<file path="config.mk">
export PLATFORM = sky130hd
export DESIGN_NAME = sk6805_rx
export DESIGN_NICKNAME = d
export VERILOG_FILES = /design/src/rtl/sk6805_rx.sv
export SDC_FILE = /design/constraint.sdc
export NUM_CORES = 1
export LEC_CHECK = 0
export BUFFER_PORTS_ARGS = -buffer_cell sky130_fd_sc_hd__buf_2
export CORE_MARGIN = 3
export CORE_UTILIZATION = 60
export DETAILED_ROUTE_END_ITERATION = 16
export PLACE_DENSITY = 0.76
export SKIP_LAST_GASP = 1
export SYNTH_ARGS = -nofsm -noshare
export SYNTH_HDL_FRONTEND = slang
export SYNTH_SLANG_ARGS = --single-unit
</file>
<file path="constraint.sdc">
create_clock -name clk_100MHz -period 3.1 [get_ports clk_100MHz]
set_input_delay 0.62 -clock clk_100MHz [delete_from_list [all_inputs] [get_ports clk_100MHz]]
set_output_delay 0.62 -clock clk_100MHz [all_outputs]
set_load 0.01 [all_outputs]
</file>
<file path="src/rtl/sk6805_rx.sv">
// sk6805_rx: receive-side decoder for the SK6805 single-wire LED protocol.
// Measures high-pulse widths on the synchronised line, shifts GRB bits MSB
// first, and emits each 24-bit word as {R,G,B} with a valid strobe, a
// per-frame pixel index, frame-end pulses and protocol-error pulses.
module sk6805_rx #(
    parameter int T_MIN_HIGH   = 10,
    parameter int T_BIT_THRESH = 45,
    parameter int T_MAX_HIGH   = 150,
    parameter int T_RESET      = 8000
) (
    input  logic        clk_100MHz,
    input  logic        Rst,
    input  logic        LED_In,
    output logic [23:0] Data_Out,
    output logic        Data_Valid,
    output logic [7:0]  Pixel_Idx,
    output logic        Frame_Done,
    output logic        Err
);

    localparam logic [15:0] L_MIN    = 16'(T_MIN_HIGH);
    localparam logic [15:0] L_THRESH = 16'(T_BIT_THRESH);
    localparam logic [15:0] L_MAX    = 16'(T_MAX_HIGH);
    localparam logic [15:0] L_RESET  = 16'(T_RESET);

    typedef enum logic [1:0] {WAIT_GAP, IDLE, HIGH, LOW} state_t;

    state_t      r_state;
    logic [1:0]  r_sync;
    logic        r_s_d;      // edge-evaluated level of s, 3 cycles behind LED_In
    logic [15:0] r_high;
    logic [15:0] r_low;
    logic [23:0] r_sr;
    logic [4:0]  r_bitcnt;
    logic [7:0]  r_wcnt;     // index the next completed word will carry
    logic        r_any;      // at least one word completed in this frame
    logic [23:0] r_dout;
    logic        r_dv;
    logic [7:0]  r_pix;
    logic        r_fd;
    logic        r_err;

    logic [15:0] w_high_nxt;
    logic [15:0] w_low_nxt;
    logic        w_bit;
    logic [23:0] w_sr_nxt;

    // Saturating counter increments and the bit decision for the pulse just ended
    always_comb begin
        w_high_nxt = (r_high == 16'hFFFF) ? r_high : r_high + 16'd1;
        w_low_nxt  = (r_low  == 16'hFFFF) ? r_low  : r_low  + 16'd1;
        w_bit      = (r_high >= L_THRESH);
        w_sr_nxt   = {r_sr[22:0], w_bit};
    end

    // Synchroniser, edge register and decode FSM with registered outputs
    always_ff @(posedge clk_100MHz) begin
        if (Rst) begin
            r_state  <= WAIT_GAP;
            r_sync   <= 2'b00;
            r_s_d    <= 1'b0;
            r_high   <= 16'd0;
            r_low    <= 16'd0;
            r_sr     <= 24'd0;
            r_bitcnt <= 5'd0;
            r_wcnt   <= 8'd0;
            r_any    <= 1'b0;
            r_dout   <= 24'd0;
            r_dv     <= 1'b0;
            r_pix    <= 8'd0;
            r_fd     <= 1'b0;
            r_err    <= 1'b0;
        end else begin
            r_sync <= {r_sync[0], LED_In};
            r_s_d  <= r_sync[1];
            r_dv   <= 1'b0;
            r_fd   <= 1'b0;
            r_err  <= 1'b0;
            case (r_state)
                // Ignore everything until a full reset-length low is seen
                WAIT_GAP: begin
                    if (r_s_d) begin
                        r_low <= 16'd0;
                    end else begin
                        r_low <= w_low_nxt;
                        if (w_low_nxt >= L_RESET) begin
                            r_low   <= 16'd0;
                            r_state <= IDLE;
                        end
                    end
                end
                IDLE: begin
                    if (r_s_d) begin
                        // the cycle that shows the rising edge is itself high
                        r_high  <= 16'd1;
                        r_state <= HIGH;
                    end
                end
                HIGH: begin
                    if (r_s_d) begin
                        r_high <= w_high_nxt;
                        if (w_high_nxt > L_MAX) begin
                            r_err    <= 1'b1;
                            r_low    <= 16'd0;
                            r_bitcnt <= 5'd0;
                            r_wcnt   <= 8'd0;
                            r_any    <= 1'b0;
                            r_pix    <= 8'd0;
                            r_state  <= WAIT_GAP;
                        end
                    end else if (r_high < L_MIN) begin
                        r_err    <= 1'b1;
                        r_low    <= 16'd0;
                        r_bitcnt <= 5'd0;
                        r_wcnt   <= 8'd0;
                        r_any    <= 1'b0;
                        r_pix    <= 8'd0;
                        r_state  <= WAIT_GAP;
                    end else begin
                        r_sr    <= w_sr_nxt;
                        r_low   <= 16'd0;
                        r_state <= LOW;
                        if (r_bitcnt == 5'd23) begin
                            r_bitcnt <= 5'd0;
                            r_dout   <= {w_sr_nxt[15:8], w_sr_nxt[23:16], w_sr_nxt[7:0]};
                            r_dv     <= 1'b1;
                            r_pix    <= r_wcnt;
                            r_wcnt   <= r_wcnt + 8'd1;
                            r_any    <= 1'b1;
                        end else begin
                            r_bitcnt <= r_bitcnt + 5'd1;
                        end
                    end
                end
                LOW: begin
                    if (r_s_d) begin
                        r_high  <= 16'd1;
                        r_state <= HIGH;
                    end else begin
                        r_low <= w_low_nxt;
                        if (w_low_nxt >= L_RESET) begin
                            // a gap mid-word is an error; after whole words it ends the frame
                            if (r_bitcnt != 5'd0) r_err <= 1'b1;
                            else if (r_any)       r_fd  <= 1'b1;
                            r_bitcnt <= 5'd0;
                            r_wcnt   <= 8'd0;
                            r_any    <= 1'b0;
                            r_pix    <= 8'd0;
                            r_state  <= IDLE;
                        end
                    end
                end
                default: r_state <= WAIT_GAP;
            endcase
        end
    end

    assign Data_Out   = r_dout;
    assign Data_Valid = r_dv;
    assign Pixel_Idx  = r_pix;
    assign Frame_Done = r_fd;
    assign Err        = r_err;

endmodule

</file>
# --- Word level (Yosys, flattened, before mapping) ---
# Cells that the tools add are included.
word_totals:
  reg_bits: 109
  latch_bits: 0
  mem_bits_rw: 0
  mem_bits_ro: 0
  inputBits: 3
  word_cells: 109
  mem_count: 0
op_classes:
  n_addsub: 4
  mul: 0
  div_mod_pow: 0
  order_cmp: 4
  n_eq_ne: 14
  shift: 0
  mux: 53
  bitwise_logic: 5
  n_reduce_logical: 15
op_table:
  columns: ["op", "count"]
  rows:
  - ["$mux 16", 9]
  - ["$mux 8", 9]
  - ["$pmux 16 s3", 1]
  - ["$add 16x1->16 const B", 2]
  - ["$eq 16x16->1 const B", 2]
  - ["$pmux 16 s2", 1]
  - ["$pmux 8 s2", 2]
  - ["$mux 5", 6]
  - ["$ge 16x13->1 const B", 1]
  - ["$ge 16x6->1 const B", 1]
  - ["$gt 16x8->1 const B", 1]
  - ["$lt 16x4->1 const B", 1]
  - ["$mux 1", 14]
  - ["$mux 2", 7]
  - ["$reduce_and 3->1", 4]
  - ["$ne 2x2->1 const B", 5]
  - ["$pmux 5 s2", 1]
  - ["$add 8x1->8 const B", 1]
  - ["$pmux 2 s4", 1]
  - ["$reduce_and 4->1", 2]
  - ["$add 5x1->5 const B", 1]
  - ["$eq 5x5->1 const B", 1]
  - ["$not 1->1", 5]
  - ["$reduce_and 5->1", 1]
  - ["13 further kinds", 16]

# --- Depth between registers and ports, before layout ---
depth:
  word_depth: 6
  mapped_depth: 10
  mapped_depth_nobuf: 9

# --- Least setup slack after synthesis ---
# No wires, ideal clock.
synth_timing:
  path_kind: "register to register"
  from: "register r_low[0]"
  to: "register r_wcnt[1]"
  setup_ns: 0.117
  arrival_ns: 2.450
  path_slack_ns: 0.532
  path_stages_with_launch: 10
  n_path_buf: 1
  synth_period_minus_slack_ns: 2.568
  cell_sequence: "dfxtp_1 ha_1 and4_4 a41oi_2 or4_4 a211oi_4 a21oi_2 o22a_1 buf_6 a32o_1"
synth_via:
  elab_chain_cells: 5
  word_cells_on_any_way: 6
synth_lines:
  columns: ["element", "line", "text"]
  rows:
  - ["start: declaration", "32", "logic [15:0] r_low;"]
  - ["start signal: assignment", "85", "r_low <= w_low_nxt;"]
  - ["start signal: assignment", "140", "r_low <= w_low_nxt;"]
  - ["$add 16x1->16 / $eq 16x16->1 (equally long branches)", "51", "w_low_nxt = (r_low == 16'hFFFF) ? r_low : r_low + 16'd1;"]
  - ["$mux 16 (*)", "51", null]
  - ["$ge 16x13->1 (*)", "141", "if (w_low_nxt >= L_RESET) begin"]
  - ["$ne 2x2->1 (no source line) (*)", null, null]
  - ["$reduce_and 5->1 (no source line) (*)", null, null]
  - ["end signal: assignment", "128", "r_wcnt <= r_wcnt + 8'd1;"]
  - ["end: declaration", "35", "logic [7:0] r_wcnt;"]
# Every way passes the cells marked *; elsewhere a longest branch is shown, timed or not.
# A chain may end at the register's enable or synchronous reset.

# --- Worst setup path in the final report ---
layout_timing:
  from: "register r_low[0]"
  to: "register r_low[0]"
layout_via:
  elab_chain_cells: 6
  word_cells_on_any_way: 8
layout_lines:
  columns: ["element", "line", "text"]
  rows:
  - ["$add 16x1->16 / $eq 16x16->1 (equally long branches)", "51", null]
  - ["$mux 16 (*)", "51", null]
  - ["$ge 16x13->1", "86", "if (w_low_nxt >= L_RESET) begin"]
  - ["$mux 16", "86", null]
  - ["$mux 16", "82", "if (r_s_d) begin"]
  - ["$pmux 16 s3 (*)", "79", "case (r_state)"]
# Every way passes the cells marked *; elsewhere a longest branch is shown, timed or not. The select of a mux whose other input is x is not followed.

==> metrics.yaml <==
r2r_cells: 7
maxCapViolCount: 0
synth-seq-cells: 109
arrival_ns: 3.18
synth_top_area_cell: "dfxtp_1"
path_buf_inv: 0
die_w_um: 101.7
cp_num_cells: 7
hp-class: "input pin to register"
relSlewSlack_pct: 39.68
synth_cell_type_count: 70
n_antenna_cell: 0
first_pass_iters: 5
core_um2: 8806
grt_pass1_vias: 4802
utilization_pct: 67.89
numClockSinks: 109
grt_max_degree: 75
cp-end-kind: "register"
gp_congestion: 0.9172
period_minus_slack_ns: 2.896
io_pins: 38
finalHoldViolCount: 0
fmax_mhz: 345.3
rsz0062_at_grt: "true"
synth-edff-count: 0
crit_path_max_fanout: 7
numPortBuffers: 37
hold_buffers: 0
syn-instance-count: 695
wl_per_cell_um: 16.51
clockBufferDepth: 2
grt_pass1_wl_mm: 22.67
die-height_um: 101.7
initial_core_util_pct: 62.42
track_usage_pct: 26.67
clkLatencyLatePin_ns: 0.38
synth_area_um2: 5497
crit_chain: "ha_1 -> nand4_1 -> a2111oi_1 -> a31oi_1 -> a2111oi_4 -> o21ai_0 -> o32ai_1"
rows: 34
cp_data_required_time_ns: 3.39
slowest_delay_ns: 0.58
area_delta_synth_final_pct: 8.764
ctsRootBufferMaster: "clkbuf_8"
setup_violations: 0
synth_top_flop_cell: "dfxtp_1"
final_nets: 726
total_power_mw: 2.333
ant_nets: 0
cts_inserted_buffers: 9
syn_avg_cell_area_um2: 7.909
antenna_found_initial: 0
slew_viol_final: 0
ys_warn_count: 0
status: "completed"
start_kind: "register"
routed_wl_mm: 13.69
via_count: 5355
netlist_top_cells_area: "dfxtp_1 40%, nand2_1 9.6%, a21oi_1 6.7%, nor2_1 2.9%, o21ai_0 2.5%"
fin_area_um2: 5978
p_per_area_nw_per_um2: 390.3
grt-ovfl-total: 0
drt_iter0_markers: 357
htreeDepth: 3
fin_crit_sh_pct: 93.41
skew_ns: 0.01347
cp_slowest_cell: "a2111oi_1"
drive_gt1_share_pct: 12.62
min_delay_path_depth: 2
power_leakage_nw: 2.024
vdd_drop_max_mv: 0.3450
cts_tree: "done"
post-place-ws_ns: 0.1455
synth_top_area_share_pct: 39.70
dp_hpwl_mm: 9.418
dpl-instance-area_um2: 5768
finalSetupTns_ns: 0
yosysSeqAreaShare_pct: 39.70
routed_via_density: 6.460
async_flop_share_pct: 0
worst_slack_ns: 0.2043
clkTransAtPathRegs_ns: 0.11
dieArea_um2: 10340
synth_nets: 705
drc: 0
worst_slew_pin_slew_ns: 0.9039
path_class: "register to register"
cpLargestDelayFamily: "compound AO/OA/AOI/OAI gates"
where the power goes:
part	internal (mW)	total [mW]	switching, mW
clock	0.322	0.869	0.547
sequential	1.41	1.41	0.00616
combinational	0.0132	0.0527	0.0395
total	1.74	2.33	0.593
sequential cells by signal, indices dropped and copies added, names as in the netlist:
name and count:
r_sr 23, Frame_Done 1, r_state 2, Data_Valid 1, r_sync 2, Data_Out 24, r_low 16, r_bitcnt 5
Err 1, r_wcnt 8, r_high 16, r_s_d 1, Pixel_Idx 8, r_any 1
layout make-up:
cell class / instances / area (µm²)
inverter: 21 / 78.83
fill: 760 / 2828
timing repair buffer: 55 / 320.3
tap: 108 / 135.1
sequential: 109 / 2182
multi-input combinational: 520 / 3060
clock buffer: 9 / 123.9
clock inverter: 7 / 77.57
Yosys cell counts, types with 2 or more instances:
cell type,number
dfxtp_1,109
a311oi_1,14
o2111ai_1,3
o32ai_1,3
o31ai_1,9
nor4_1,2
nand2_1,140
ha_1,7
a31oi_1,8
nor3_1,15
a2bb2oi_1,2
a31o_1,6
mux2i_1,6
o21ai_0,28
or3_1,4
a211oi_1,9
nand4_1,16
a31o_2,4
and3_1,11
nor2b_1,5
nor3b_1,2
o22a_1,2
o211ai_1,7
a21boi_0,3
a41oi_1,4
a21oi_1,74
buf_2,11
o21a_1,3
clkbuf_1,30
and4_1,10
inv_1,21
xnor2_1,2
a22oi_1,4
nand3_1,25
a41oi_2,2
nor4b_1,4
and2_1,4
a221oi_1,7
o22ai_1,6
nor2_1,43
worst reg2reg max path, cell delays in order, from the launching register on:
cell       delay (ns)
dfxtp_1          0.44
ha_1             0.27
nand4_1          0.29
a2111oi_1        0.58
a31oi_1          0.18
a2111oi_4        0.59
o21ai_0          0.20
o32ai_1          0.27
logic make-up after synthesis:
kind of cell    share of synthesized area (%)
mux                                     1.298
compound gates                          27.07
flops                                   39.70
fa+ha+maj                               1.593
simple gates                            24.88
buf+inv                                 4.985
xor+xnor                               0.4781
stage by stage:
step           hold slack (ns)  std cells
2_1_floorplan           0.4138        695
3_3_place_gp            0.4270        813
3_5_place_dp            0.4359        813
4_1_cts                 0.4446        829
5_1_grt                 0.4735        829
6_report                0.4493        829
what timing repair did:
action	in CTS	in global routing
resized for setup	0	5
buffers inserted	0	0
setup endpoints to repair	0	22
cell usage in the layout (no fill, tap or decap), types with 4 or more instances in the layout:
master	count
a211oi_1	9
a21oi_1	74
a221oi_1	7
a22oi_1	4
a311oi_1	14
a31o_1	6
a31o_2	4
a31oi_1	8
a41oi_1	4
and2_1	4
and3_1	11
and4_1	10
buf_2	37
buf_4	18
clkbuf_8	9
dfxtp_1	109
ha_1	7
inv_1	21
mux2i_1	6
nand2_1	140
nand3_1	25
nand4_1	16
nor2_1	43
nor2b_1	5
nor3_1	15
nor4b_1	4
o211ai_1	7
o21ai_0	26
o22ai_1	5
o31ai_1	9
or3_1	4
worst paths after layout:
kind              from         to  slack (ns)
min reg2reg  r_sync[1]      r_s_d        0.46
max reg2reg   r_low[0]   r_low[0]        0.20
min             LED_In  r_sync[0]        0.45
max           r_low[0]   r_low[0]        0.20
per-layer routing:
metal	track usage (%)	vias up	part of all wire [%]
met5	0	-	0
met4	10.33	0	1.8
met3	2.961	22	5.9
met2	42.76	191	48
met1	36.90	2535	44
li1	-	2607	-
No activity file was read; power rests on OpenSTA's default activity.
